**config.mk**
```make
export PLATFORM = sky130hd
export DESIGN_NAME = vga_pattern_gen_flat
export DESIGN_NICKNAME = d
export VERILOG_FILES = /design/src/rtl/vga_pattern_gen_if.sv /design/src/rtl/vga_pattern_gen.sv /design/src/flat_wrapper.sv
export SDC_FILE = /design/constraint.sdc
export NUM_CORES = 1
export LEC_CHECK = 0
export ABC_CLOCK_PERIOD_IN_PS = 5900
export BUFFER_PORTS_ARGS = -buffer_cell sky130_fd_sc_hd__buf_2
export CAP_MARGIN = 20
export CORE_MARGIN = 4
export CORE_UTILIZATION = 25
export DETAILED_ROUTE_END_ITERATION = 6
export GPL_TIMING_DRIVEN = 0
export MAX_ROUTING_LAYER = met4
export PLACE_DENSITY = 0.42
export SYNTH_ARGS = -nofsm -noshare
export SYNTH_HDL_FRONTEND = slang
export SYNTH_SLANG_ARGS = --single-unit
```
**constraint.sdc**
```tcl
create_clock -name clk_i -period 5.9 [get_ports clk_i]
set_input_delay 0.885 -clock clk_i [delete_from_list [all_inputs] [get_ports clk_i]]
set_output_delay 0.885 -clock clk_i [all_outputs]
set_load 0.01 [all_outputs]
```
**src/rtl/vga_pattern_gen_if.sv**
```systemverilog
// vga_pattern_gen_if: timing inputs into the pattern stage and its aligned sync/colour outputs
interface vga_pattern_gen_if;
  logic hsync_i, vsync_i, display_on_i;
  logic [9:0] hpos_i;
  logic [8:0] vpos_i;
  logic [1:0] pattern_sel_i;
  logic hsync_o, vsync_o;
  logic [3:0] red_o, green_o, blue_o;
  logic [7:0] frame_cnt_o;
  modport master (
    output hsync_i, vsync_i, display_on_i, hpos_i, vpos_i, pattern_sel_i,
    input  hsync_o, vsync_o, red_o, green_o, blue_o, frame_cnt_o
  );
  modport slave (
    input  hsync_i, vsync_i, display_on_i, hpos_i, vpos_i, pattern_sel_i,
    output hsync_o, vsync_o, red_o, green_o, blue_o, frame_cnt_o
  );
endinterface

```
**src/rtl/vga_pattern_gen.sv**
```systemverilog
// vga_pattern_gen: per-pixel test pattern colour with sync delayed through the same 2-stage pipeline
module vga_pattern_gen (
  input logic clk_i,
  input logic rst_i,
  vga_pattern_gen_if.slave bus
);
  localparam logic [10:0] X_MAX = 11'd608;
  localparam logic [10:0] Y_MAX = 11'd448;
  logic vs_q, hs_q;
  logic [3:0] r_q, g_q, b_q;
  logic [1:0] pat;
  logic [9:0] box_x;
  logic [8:0] box_y;
  logic dir_x, dir_y;
  logic frame_start, chk, in_box, ndx, ndy;
  logic [2:0] bar;
  logic [3:0] r_n, g_n, b_n;
  logic [10:0] hx, vy, bx, by, nx, ny;
  always_comb begin
    frame_start = bus.vsync_i & ~vs_q;
    hx = {1'b0, bus.hpos_i};
    vy = {2'b0, bus.vpos_i};
    bx = {1'b0, box_x};
    by = {2'b0, box_y};
    bar = 3'(bus.hpos_i / 10'd80);
    chk = bus.hpos_i[5] ^ bus.vpos_i[5];
    in_box = hx >= bx && hx < bx + 11'd32 && vy >= by && vy < by + 11'd32;
    // bar order white..black makes each component a single inverted bit of the bar index
    r_n = pat == 2'd0 ? {4{~bar[1]}} : pat == 2'd1 ? {4{chk}} : pat == 2'd2 ? bus.hpos_i[6:3] : {4{in_box}};
    g_n = pat == 2'd0 ? {4{~bar[2]}} : pat == 2'd1 ? {4{chk}} : pat == 2'd2 ? bus.vpos_i[6:3] : {4{in_box}};
    b_n = pat == 2'd0 ? {4{~bar[0]}} : pat == 2'd1 ? {4{chk}} : pat == 2'd2 ? bus.frame_cnt_o[7:4] : 4'hF;
    nx = dir_x ? (bx < 11'd2 ? 11'd0 : bx - 11'd2) : (bx + 11'd2 > X_MAX ? X_MAX : bx + 11'd2);
    ndx = dir_x ? bx >= 11'd2 : bx + 11'd2 > X_MAX;
    ny = dir_y ? (by < 11'd2 ? 11'd0 : by - 11'd2) : (by + 11'd2 > Y_MAX ? Y_MAX : by + 11'd2);
    ndy = dir_y ? by >= 11'd2 : by + 11'd2 > Y_MAX;
  end
  always_ff @(posedge clk_i or negedge rst_i)
    if (!rst_i) begin
      vs_q <= 1'b0;
      hs_q <= 1'b0;
      r_q <= '0;
      g_q <= '0;
      b_q <= '0;
      bus.hsync_o <= 1'b0;
      bus.vsync_o <= 1'b0;
      bus.red_o <= '0;
      bus.green_o <= '0;
      bus.blue_o <= '0;
      bus.frame_cnt_o <= '0;
      pat <= '0;
      box_x <= '0;
      box_y <= '0;
      dir_x <= 1'b0;
      dir_y <= 1'b0;
    end else begin
      vs_q <= bus.vsync_i;
      hs_q <= bus.hsync_i;
      r_q <= bus.display_on_i ? r_n : 4'h0;
      g_q <= bus.display_on_i ? g_n : 4'h0;
      b_q <= bus.display_on_i ? b_n : 4'h0;
      bus.hsync_o <= hs_q;
      bus.vsync_o <= vs_q;
      bus.red_o <= r_q;
      bus.green_o <= g_q;
      bus.blue_o <= b_q;
      if (frame_start) begin
        pat <= bus.pattern_sel_i;
        bus.frame_cnt_o <= bus.frame_cnt_o + 8'd1;
        box_x <= nx[9:0];
        box_y <= ny[8:0];
        dir_x <= ndx;
        dir_y <= ndy;
      end
    end
endmodule

```
**src/flat_wrapper.sv**
```systemverilog
// flat-port wrapper written by rule: the top's interface ports become plain ports
module vga_pattern_gen_flat 
  (clk_i, rst_i, bus_hsync_i, bus_vsync_i, bus_display_on_i, bus_hpos_i, bus_vpos_i, bus_pattern_sel_i, bus_hsync_o, bus_vsync_o, bus_red_o, bus_green_o, bus_blue_o, bus_frame_cnt_o);
  vga_pattern_gen_if bus_i ();
  input logic clk_i;
  input logic rst_i;
  input wire logic [$bits(bus_i.hsync_i)-1:0] bus_hsync_i;
  input wire logic [$bits(bus_i.vsync_i)-1:0] bus_vsync_i;
  input wire logic [$bits(bus_i.display_on_i)-1:0] bus_display_on_i;
  input wire logic [$bits(bus_i.hpos_i)-1:0] bus_hpos_i;
  input wire logic [$bits(bus_i.vpos_i)-1:0] bus_vpos_i;
  input wire logic [$bits(bus_i.pattern_sel_i)-1:0] bus_pattern_sel_i;
  output wire logic [$bits(bus_i.hsync_o)-1:0] bus_hsync_o;
  output wire logic [$bits(bus_i.vsync_o)-1:0] bus_vsync_o;
  output wire logic [$bits(bus_i.red_o)-1:0] bus_red_o;
  output wire logic [$bits(bus_i.green_o)-1:0] bus_green_o;
  output wire logic [$bits(bus_i.blue_o)-1:0] bus_blue_o;
  output wire logic [$bits(bus_i.frame_cnt_o)-1:0] bus_frame_cnt_o;
  assign bus_i.hsync_i = bus_hsync_i;
  assign bus_i.vsync_i = bus_vsync_i;
  assign bus_i.display_on_i = bus_display_on_i;
  assign bus_i.hpos_i = bus_hpos_i;
  assign bus_i.vpos_i = bus_vpos_i;
  assign bus_i.pattern_sel_i = bus_pattern_sel_i;
  assign bus_hsync_o = bus_i.hsync_o;
  assign bus_vsync_o = bus_i.vsync_o;
  assign bus_red_o = bus_i.red_o;
  assign bus_green_o = bus_i.green_o;
  assign bus_blue_o = bus_i.blue_o;
  assign bus_frame_cnt_o = bus_i.frame_cnt_o;
  vga_pattern_gen u_core (.clk_i(clk_i), .rst_i(rst_i), .bus(bus_i));
endmodule
```
---- After elaboration in Yosys (flattened, before gate mapping) ----
Index checks and enable logic that the tools add are counted.
storage, ports and cells
  word-level logic and storage cells ...... 66
  output and inout port bits .............. 22
  input bits .............................. 26
  register bits after elaboration ......... 59
operators by class
  reduce and logical (&&, ||, !) cells .... 4
  bitwise logic cells ..................... 6
  eq/ne operators ......................... 2
  muxes and demuxes ....................... 20
  order comparisons ....................... 10
  add/subtract/negate cells ............... 7
  divide/modulo/power cells ............... 1
operator list
  kind                                                             count
  two-way mux 4 bit                                                12
  two-way mux 10 bit                                               3
  two-way mux 9 bit                                                3
  adder 10 x 2 -> 11 bit, second input constant                    1
  adder 10 x 6 -> 11 bit, second input constant                    1
  greater-than comparator 11 x 10 -> 1 bit, second input constant  1
  less-than comparator 10 x 11 -> 1 bit                            1
  less-than comparator 9 x 11 -> 1 bit                             1
  adder 9 x 2 -> 10 bit, second input constant                     1
  adder 9 x 6 -> 10 bit, second input constant                     1
  divider 10 x 7 -> 10 bit, second input constant                  1
  >= comparator 10 bit                                             1
  >= comparator 10 x 2 -> 1 bit, second input constant             1
  greater-than comparator 10 x 9 -> 1 bit, second input constant   1
  less-than comparator 10 x 2 -> 1 bit, second input constant      1
  subtractor 10 x 2 -> 10 bit, second input constant               1
  >= comparator 9 x 2 -> 1 bit, second input constant              1
  >= comparator 9 bit                                              1
  less-than comparator 9 x 2 -> 1 bit, second input constant       1
  subtractor 9 x 2 -> 9 bit, second input constant                 1
  adder 8 x 1 -> 8 bit, second input constant                      1
  NOT 1 bit                                                        4
  logical AND 1 bit                                                3
  == test 2 x 1 -> 1 bit, second input constant                    1
  other kinds (5)                                                  6

---- Depth between registers and ports, before layout ----
Gate-level depths: netlist of the first run.
  depth in word-level cells ............... 9
  mapped depth ............................ 9

---- Worst setup path before layout of the first run ----
Ideal clock, no wire load.
  path type ............................... input -> register
  start point ............................. input port bus_vpos_i[1]
  end point ............................... register u_core.g_q[0]
  slack ................................... 3.547 ns
  arrival ................................. 2.205 ns
  stages .................................. 7
  required time ........................... 5.752 ns
  setup time .............................. 0.148 ns
  cells stage by stage .................... ha_1 o21ai_0 a21oi_1 o21ai_0 a21oi_1 o311ai_1 o21ai_0
on the way
  word-level cells in the longest chain between the ends .. 7
  elaborated cells between the ends (all ways) .. 8
RTL lines
  what                                line                   text
  start, declared                     flat_wrapper.sv:11     input wire logic [$bits(bus_i.vpos_i)-1:0] bus_vpos_i;
  >= comparator 9 bit                 vga_pattern_gen.sv:27  in_box = hx >= bx && hx < bx + 11'd32 && vy >= by && vy < by + 11'd32;
  logical AND 1 bit                   vga_pattern_gen.sv:27
  logical AND 1 bit (*)               vga_pattern_gen.sv:27
  two-way mux 4 bit (*) (3 in a row)  vga_pattern_gen.sv:30  g_n = pat == 2'd0 ? {4{~bar[2]}} : pat == 2'd1 ? {4{chk}} : pat == 2'd2 ? bus.vpos_i[6:3] : {4{in_box}};
  two-way mux 4 bit (*)               vga_pattern_gen.sv:59  g_q <= bus.display_on_i ? g_n : 4'h0;
  end signal, assigned                vga_pattern_gen.sv:59
  end, declared                       vga_pattern_gen.sv:10  logic [3:0] r_q, g_q, b_q;
Every way passes the cells marked *; elsewhere a longest branch is shown, timed or not.
A chain may end at the register's enable or synchronous reset.

---- Worst setup path after layout of the first run ----
Same ends and word-level chain as after synthesis.

==> reports/results.txt, run 1 <==
Hold WS - 345.6 ps
RSZ-0062 raised after global routing - no
r2r endpoint - u_core.g_q[0]
post-synthesis cell type count - 65
Final Skew - 6.144 ps
Syn-to-layout area delta - 21.27%
Pint - 1.216 mW
chip width - 133.5 um
Max Slew Vio Count - 0
HPWL after DPL - 8358 um
CP endpoint kind - register
Leak - 2.135 nW
CTS tree - built
outcome - complete, no violations
largest area contributor in the netlist - dfrtp_1
CTS Buffer Depth - 2
initial core utilization - 25.70%
diode count - 0
Hold Buf Count CTS - 0
share of layout cells above drive strength 1 - 17.47%
clk root buf - clkbuf_16
reg-to-reg slack, setup - 3350 ps
Detailed Routing Iterations Pass 1 - 5
Fmax - 0.3800 GHz
WL/cell - 15.40 um
Syn Inst Count - 436
VDD IR max - 0.0001494 V
endpoints failing setup - 0
DRT iter0 DRCs - 331
Final Power - 2.046 mW
slew margin rel. - 44.28%
power share of the sequential group - 28.9%
Worst-Margin Slew - 822.8 ps
I/O Buffers - 45
first-pass GRT wire length - 17850 um
cell area after synthesis - 0.003936 mm^2
FP Rows - 45
sequential share of the synthesized area - 36.24%
#FFs+latches synth - 57
final WL - 10920 um
Max FO, Critical Path - 8
CTS Buf Count - 9
top cells by count, synth - dfrtp_1, o21ai_0, ha_1, nand2_1, inv_1
worst skew pair latency - 330 ps
area share of the largest cell type after synthesis - 36.24%
final setup TNS - 0 ps
Async S/R FF share, synth - 100.0%
sw frac - 40.59%
vias in the first global route - 3442
Total Nets Final - 556
Ports - 48
Hold Vio Cnt, Final - 0
Post-Syn Area per Cell - 9.028 um^2
Worst R2R Path Depth - 8
Placer Congestion - 0.8301
Synth Flop Type - dfrtp_1
syn nets - 499
antenna viol nets, final - 0
Startpoint Class - input port
GRT Residual Overflow - 0
Total GRT Usage - 12.95%
critical path endpoint - u_core.g_q[0]
core box area - 0.01531 mm^2
clock share of power - 27.8%
reg2reg start - u_core.box_y[1]
Worst EP required - 6070 ps
critical path class - input port to register
dominant cells by area after synthesis - dfrtp_1, ha_1, o21ai_0, xnor2_1, nand2_1
largest net degree at the start of global routing - 32
post-DR vias/cell - 4.893
hold_sp - u_core.g_q[0]
number of synthesized flops with an enable pin - 0
DRC viols - 0
htree depth - 3
layout filler cell count - 1640
synth warn - 0
height of the die - 133.5 um
most common cell in the netlist - dfrtp_1
Clock transition at path regs - 50 ps
Max-cap violations - 0
P per Cell Area - 428.7 mW/mm^2
PnR worst setup slack - 3268 ps
Critical path origin - bus_vpos_i[1]
antenna violations before repair - 0
postcts setup bufs - 0
final worst-path cycle share - 44.60%
routed via count - 3469
DIE AREA - 0.01782 mm^2
crit path time final - 2632 ps
PostCTS Resize Cnt - 0
Logic pwr share - 43.3%
critical path arrival - 2800 ps
worst slack, placed - 2920 ps
Psw - 830.8 uW
Clock Sinks - 57
Hold WC Path Type - register to register
[worst min-delay path by stage]
stage                                  endpoint  slack [ps]  cells past startpoint
after detailed placement    u_core.bus.red_o[3]         340                      0
final                     u_core.bus.green_o[0]         350                      0
after floorplan            u_core.bus.blue_o[0]         330                      0
after CTS                 u_core.bus.green_o[0]         350                      0
after global placement      u_core.bus.red_o[0]         330                      0
after global routing        u_core.bus.red_o[0]         350                      0
[per-layer routing]
layer	global-route usage [%]	up-vias	share of wire, %	wire length [um]
li1	-	1720	-	-
met1	17.27	1643	49	5303
met2	19.41	91	45	4865
met3	2.379	15	4.7	515
met4	5.257	0	2.2	235
met5	-	-	0	0
[critical path, stage by stage]
cell	delay, ps
buf_2	100
ha_1	270
o21ai_0	230
a21oi_1	150
o21ai_0	190
a21oi_1	100
o311ai_1	690
o21ai_0	180
[power groups by stage]
stage | Combinational (mW) | Clock, mW | Sequential [mW]
global route | 1.01 | 0.604 | 0.609
floorplan | 0.634 | 0 | 0.588
detailed placement | 0.887 | 0 | 0.599
finish | 0.886 | 0.570 | 0.591
global placement | 0.879 | 0 | 0.599
CTS | 0.893 | 0.584 | 0.592
[registers in the layout, summed over array words and instances, names as in the netlist]
signal	count
u_core.hs_q	1
u_core.box_x	9
u_core.dir_x	1
u_core.bus.vsync_o	1
u_core.bus.red_o	4
u_core.r_q	4
u_core.pat	2
u_core.bus.green_o	4
u_core.bus.frame_cnt_o	8
u_core.b_q	4
u_core.bus.hsync_o	1
u_core.dir_y	1
u_core.box_y	8
u_core.bus.blue_o	4
u_core.vs_q	1
u_core.g_q	4
[placed cells by master (no fill, tap or decap), drive strengths merged, types with 6 or more instances in the layout]
| cell | n |
|---|---|
| nand4 | 8 |
| inv | 28 |
| nor3 | 9 |
| dfrtp | 57 |
| a21oi | 25 |
| a21o | 8 |
| nor2b | 6 |
| nand2b | 8 |
| o21ai | 45 |
| ha | 37 |
| nor3b | 6 |
| buf | 56 |
| o31ai | 6 |
| nand2 | 35 |
| xnor2 | 16 |
| nand3 | 22 |
| nor2 | 19 |
| clkbuf | 19 |
| a31oi | 16 |
[per-stage QoR]
step	cell area, um^2	cells	utilization [%]
6_report	4773	709	31.17
3_5_place_dp	4446	693	29.03
2_1_floorplan	3936	436	-
5_1_grt	4773	709	31.17
4_1_cts	4773	709	31.17
3_3_place_gp	4425	692	28.90
[area by class of cell]
class | count | area, um^2 | area share (%)
multi-input combinational | 332 | 2250 | 47.13
timing repair buffer | 46 | 245.2 | 5.138
tap | 211 | 264.0 | 5.531
sequential | 57 | 1426 | 29.88
inverter | 27 | 101.3 | 2.123
buffer | 20 | 158.9 | 3.329
clock inverter | 7 | 102.6 | 2.149
clock buffer | 9 | 225.2 | 4.718
[cell families (layout without fill, tap and decap cells)]
kind of cell    after synthesis  count (layout)  synth area share (%)
compound gates              142             142                 23.46
fa+ha+maj                    37              37                 11.76
xor+xnor                     17              17                 3.783
buf+inv                      47             109                 6.611
flops                        57              57                 36.24
mux                           1               1                0.2543
simple gates                135             135                 17.90
No activity file was read; power rests on OpenSTA's default activity.
==> run 2: changes to the inputs <==
ABC_AREA = 1   (was default)
ABC_CLOCK_PERIOD_IN_PS = 2250   (was 5900)
PLACE_DENSITY = 0.43   (was 0.42)
clock period = 2.25 ns   (was 5.9 ns; I/O delays follow)
==> run 2 against run 1 <==
Net effect:
- the run now ends with setup timing left
- die area up 2.0%
- worst hold slack worse by 240 ps
- sequential share of layout area down 1.5 points
- setup slack worse by 3300 ps
- clock skew up 0.74 ps
- synthesized area up 2.1%
- via count up 3.8%
- clock power rose to 2.8 times the previous value
- clock-buffer cell count up 2
- first-iteration DRC count down 48%
- critical endpoint is now u_core.g_q[1]
==> reports/results.txt, run 2 <==
outcome - complete, but fails checks
failing checks - setup timing
power share of the sequential group - 27.2% (-1.7 points)
synth warn - 0 (unchanged)
most common cell in the netlist - nand2_1
height of the die - 134.8 um (+1.0%)
WL/cell - 13.08 um (-15%)
Worst-Margin Slew - 812.2 ps (-10.56 ps)
largest net degree at the start of global routing - 35 (+9.4%)
Async S/R FF share, synth - 100.0% (unchanged)
antenna viol nets, final - 0 (unchanged)
Final Power - 5.846 mW (+190%)
syn nets - 592 (+19%)
Placer Congestion - 0.8769 (+5.6%)
Leak - 2.570 nW (+20%)
CTS tree - built
reg2reg start - u_core.box_y[6]
layout filler cell count - 1714 (+4.5%)
commonest non-fill, non-tap cell in the layout - nand2_1
Max-cap violations - 0 (unchanged)
I/O Buffers - 44 (-2.2%)
endpoints failing setup - 3 (+3)
Syn-to-layout area delta - 25.43%
top cells by count, synth - nand2_1, inv_1, nor2_1, dfrtp_1, ha_1
Hold WC Path Type - input port to asynchronous set/reset pin
max FFs per register - 9 (unchanged)
share of layout cells above drive strength 1 - 20.43% (+3.0 points)
slew margin rel. - 45.85% (+1.6 points)
mux cell area share after synthesis - 0% (-0.25 points)
Hold Vio Cnt, Final - 0 (unchanged)
VDD IR max - 0.0004461 V (+200%)
sw frac - 40.55% (-0.043 points)
Syn Inst Count - 529 (+21%)
DIE AREA - 0.01817 mm^2 (+2.0%)
FP Rows - 46 (+2.2%)
Total Nets Final - 660 (+19%)
vias in the first global route - 3531 (+2.6%)
largest area contributor in the netlist - dfrtp_1
CTS Buf Count - 9 (unchanged)
Logic pwr share - 45.6% (+2.3 points)
multi-input combinational cell area - 0.002328 mm^2 (+3.5%)
Regs by FF count - u_core.box_x (9), u_core.box_y (8), u_core.bus.frame_cnt_o (8)
#FFs+latches synth - 57 (unchanged)
area share of the largest cell type after synthesis - 35.48% (-0.76 points)
diode count - 0 (unchanged)
RSZ-0062 raised after global routing - yes
Clock Sinks - 57 (unchanged)
Detailed Routing Iterations Pass 1 - 4 (-1)
GRT Residual Overflow - 0 (unchanged)
routed via count - 3601 (+3.8%)
sequential share of the synthesized area - 35.48% (-0.76 points)
htree depth - 3 (unchanged)
core box area - 0.01583 mm^2 (+3.3%)
largest register by flop count - u_core.box_x
Fmax - 0.4395 GHz
reg-to-reg slack, setup - -30 ps (-3380 ps)
simple-gate share of the synthesized area - 26.92% (+9.0 points)
Hold WS - 104.2 ps (-241.4 ps)
Worst R2R Path Depth - 16 (+8)
worst slack, placed - -269.5 ps (-3190 ps)
dominant cells by area after synthesis - dfrtp_1, ha_1, nand2_1, xor2_1, inv_1
Post-Syn Area per Cell - 7.599 um^2 (-16%)
clk root buf - clkbuf_16
r2r endpoint - u_core.g_q[1]
most frequent cells in the layout - nand2_1, nor2_1, inv_1, dfrtp_1, buf_2
compound-gate portion of the synthesized area - 10.30% (-13 points)
antenna violations before repair - 0 (unchanged)
Worst EP required - 2500 ps (-3570 ps)
Synth Area in Adders - 11.52% (-0.25 points)
Startpoint Class - register
HPWL after DPL - 8308 um (-0.60%)
Hold Buf Count CTS - 0 (unchanged)
worst skew pair latency - 330 ps (about the same)
Total GRT Usage - 12.57% (-0.38 points)
P per Cell Area - 1159 mW/mm^2 (+170%)
cell area after synthesis - 0.004020 mm^2 (+2.1%)
Synth Flop Type - dfrtp_1
Pint - 3.476 mW (+190%)
crit path time final - 2276 ps
Synth Area in XOR/XNOR - 7.843% (+4.1 points)
Max FO, Critical Path - 7 (-1)
CP endpoint kind - register
Clock transition at path regs - 50 ps (about the same)
Ports - 48 (unchanged)
clock share of power - 27.1% (-0.7 points)
Psw - 2.371 mW (+190%)
first-pass GRT wire length - 17720 um (-0.73%)
DRC viols - 0 (unchanged)
PnR worst setup slack - -25.56 ps (-3294 ps)
final worst-path cycle share - 101.1%
Final Skew - 6.884 ps (+0.7400 ps)
number of synthesized flops with an enable pin - 0 (unchanged)
DRT iter0 DRCs - 172 (-48%)
CTS Buffer Depth - 2 (unchanged)
largest family of logic cells by synthesized area - simple AND/OR/NAND/NOR gates
final WL - 10700 um (-2.0%)
post-synthesis cell type count - 38 (-42%)
initial core utilization - 25.40% (-0.30 points)
Storage cell area - 0.001433 mm^2 (+0.44%)
Max Slew Vio Count - 0 (unchanged)
critical path class - register to register
chip width - 134.8 um (+1.0%)
critical path arrival - 2530 ps (-270 ps)
post-DR vias/cell - 4.402 (-10%)
-- run 2: worst max-delay path by stage --
stage | from | end | slack (ps) | cells after the start
2_1_floorplan | u_core.box_y[5] | u_core.g_q[2] | 230 | 15
3_3_place_gp | u_core.box_y[5] | u_core.g_q[2] | -290 | 15
3_5_place_dp | u_core.box_y[5] | u_core.g_q[2] | -270 | 15
4_1_cts | u_core.box_y[5] | u_core.g_q[2] | -90 | 17
5_1_grt | u_core.box_y[6] | u_core.g_q[0] | -190 | 16
6_report | u_core.box_y[6] | u_core.g_q[1] | -30 | 16
-- run 2: power by group through the flow --
stage | Combinational [mW] | Sequential [mW] | Clock (mW)
2_1_floorplan | 1.79 | 1.56 | 0
3_3_place_gp | 2.45 | 1.59 | 0
3_5_place_dp | 2.48 | 1.60 | 0
4_1_cts | 2.56 | 1.59 | 1.62
5_1_grt | 3.05 | 1.64 | 1.67
6_report | 2.67 | 1.59 | 1.59
-- run 2: worst max-delay path, stage by stage (launching register included) --
cell and delay, ps:
dfrtp_1 390, buf_4 140, ha_2 200, xnor2_2 140, ha_1 270, nand2_1 60, inv_1 30, nand2_1 70
inv_2 40, nand2_1 60, nand2_1 50, nor2_2 90, nand3_2 120, o21bai_4 230, buf_4 150, o21ai_2 60
nor2_1 90
-- run 2: cells by family after synthesis --
logic type / after synthesis
AO/OA/AOI/OAI: 70
XOR/XNOR: 36
adder cells (fa/ha/maj): 37
buffers and inverters: 82
flip-flops: 57
AND/OR/NAND/NOR: 247
-- run 2: what timing repair did --
action | 4_1_cts | 5_1_grt
pin swaps | 7 | 10
resized for setup | 9 | 18
buffers inserted | 4 | 8
endpoints found under the hold margin | 0 | 0
setup endpoints to repair | 8 | 8
-- run 2: metrics by stage --
stage,area [um^2],TNS [ps],utilization (%),std cells
4_1_cts,4920,-487.3,31.08,810
3_3_place_gp,4511,-2108,28.50,789
3_5_place_dp,4531,-1956,28.62,790
5_1_grt,5042,-1345,31.86,818
2_1_floorplan,4020,0,-,529
6_report,5042,-55.96,31.86,818
-- run 2: layout make-up --
type                    instances  area share [%]
repair buffers                 57           6.551
clock buffers                  11           4.814
well taps                     216           5.360
plain buffers                  10           1.042
inverters                      72           5.608
multi-input cells             390           46.18
clock inverters                 5           2.035
flip-flops and latches         57           28.41
-- run 2: metal layers --
layer  GRT usage [%]  part of all wire [%]  vias to the layer above
met2           20.37                    48                       65
met5               -                     0                        -
met4           5.034                   2.3                        0
met1           15.71                    47                     1684
met3           2.049                   3.0                       21
li1                -                     -                     1831
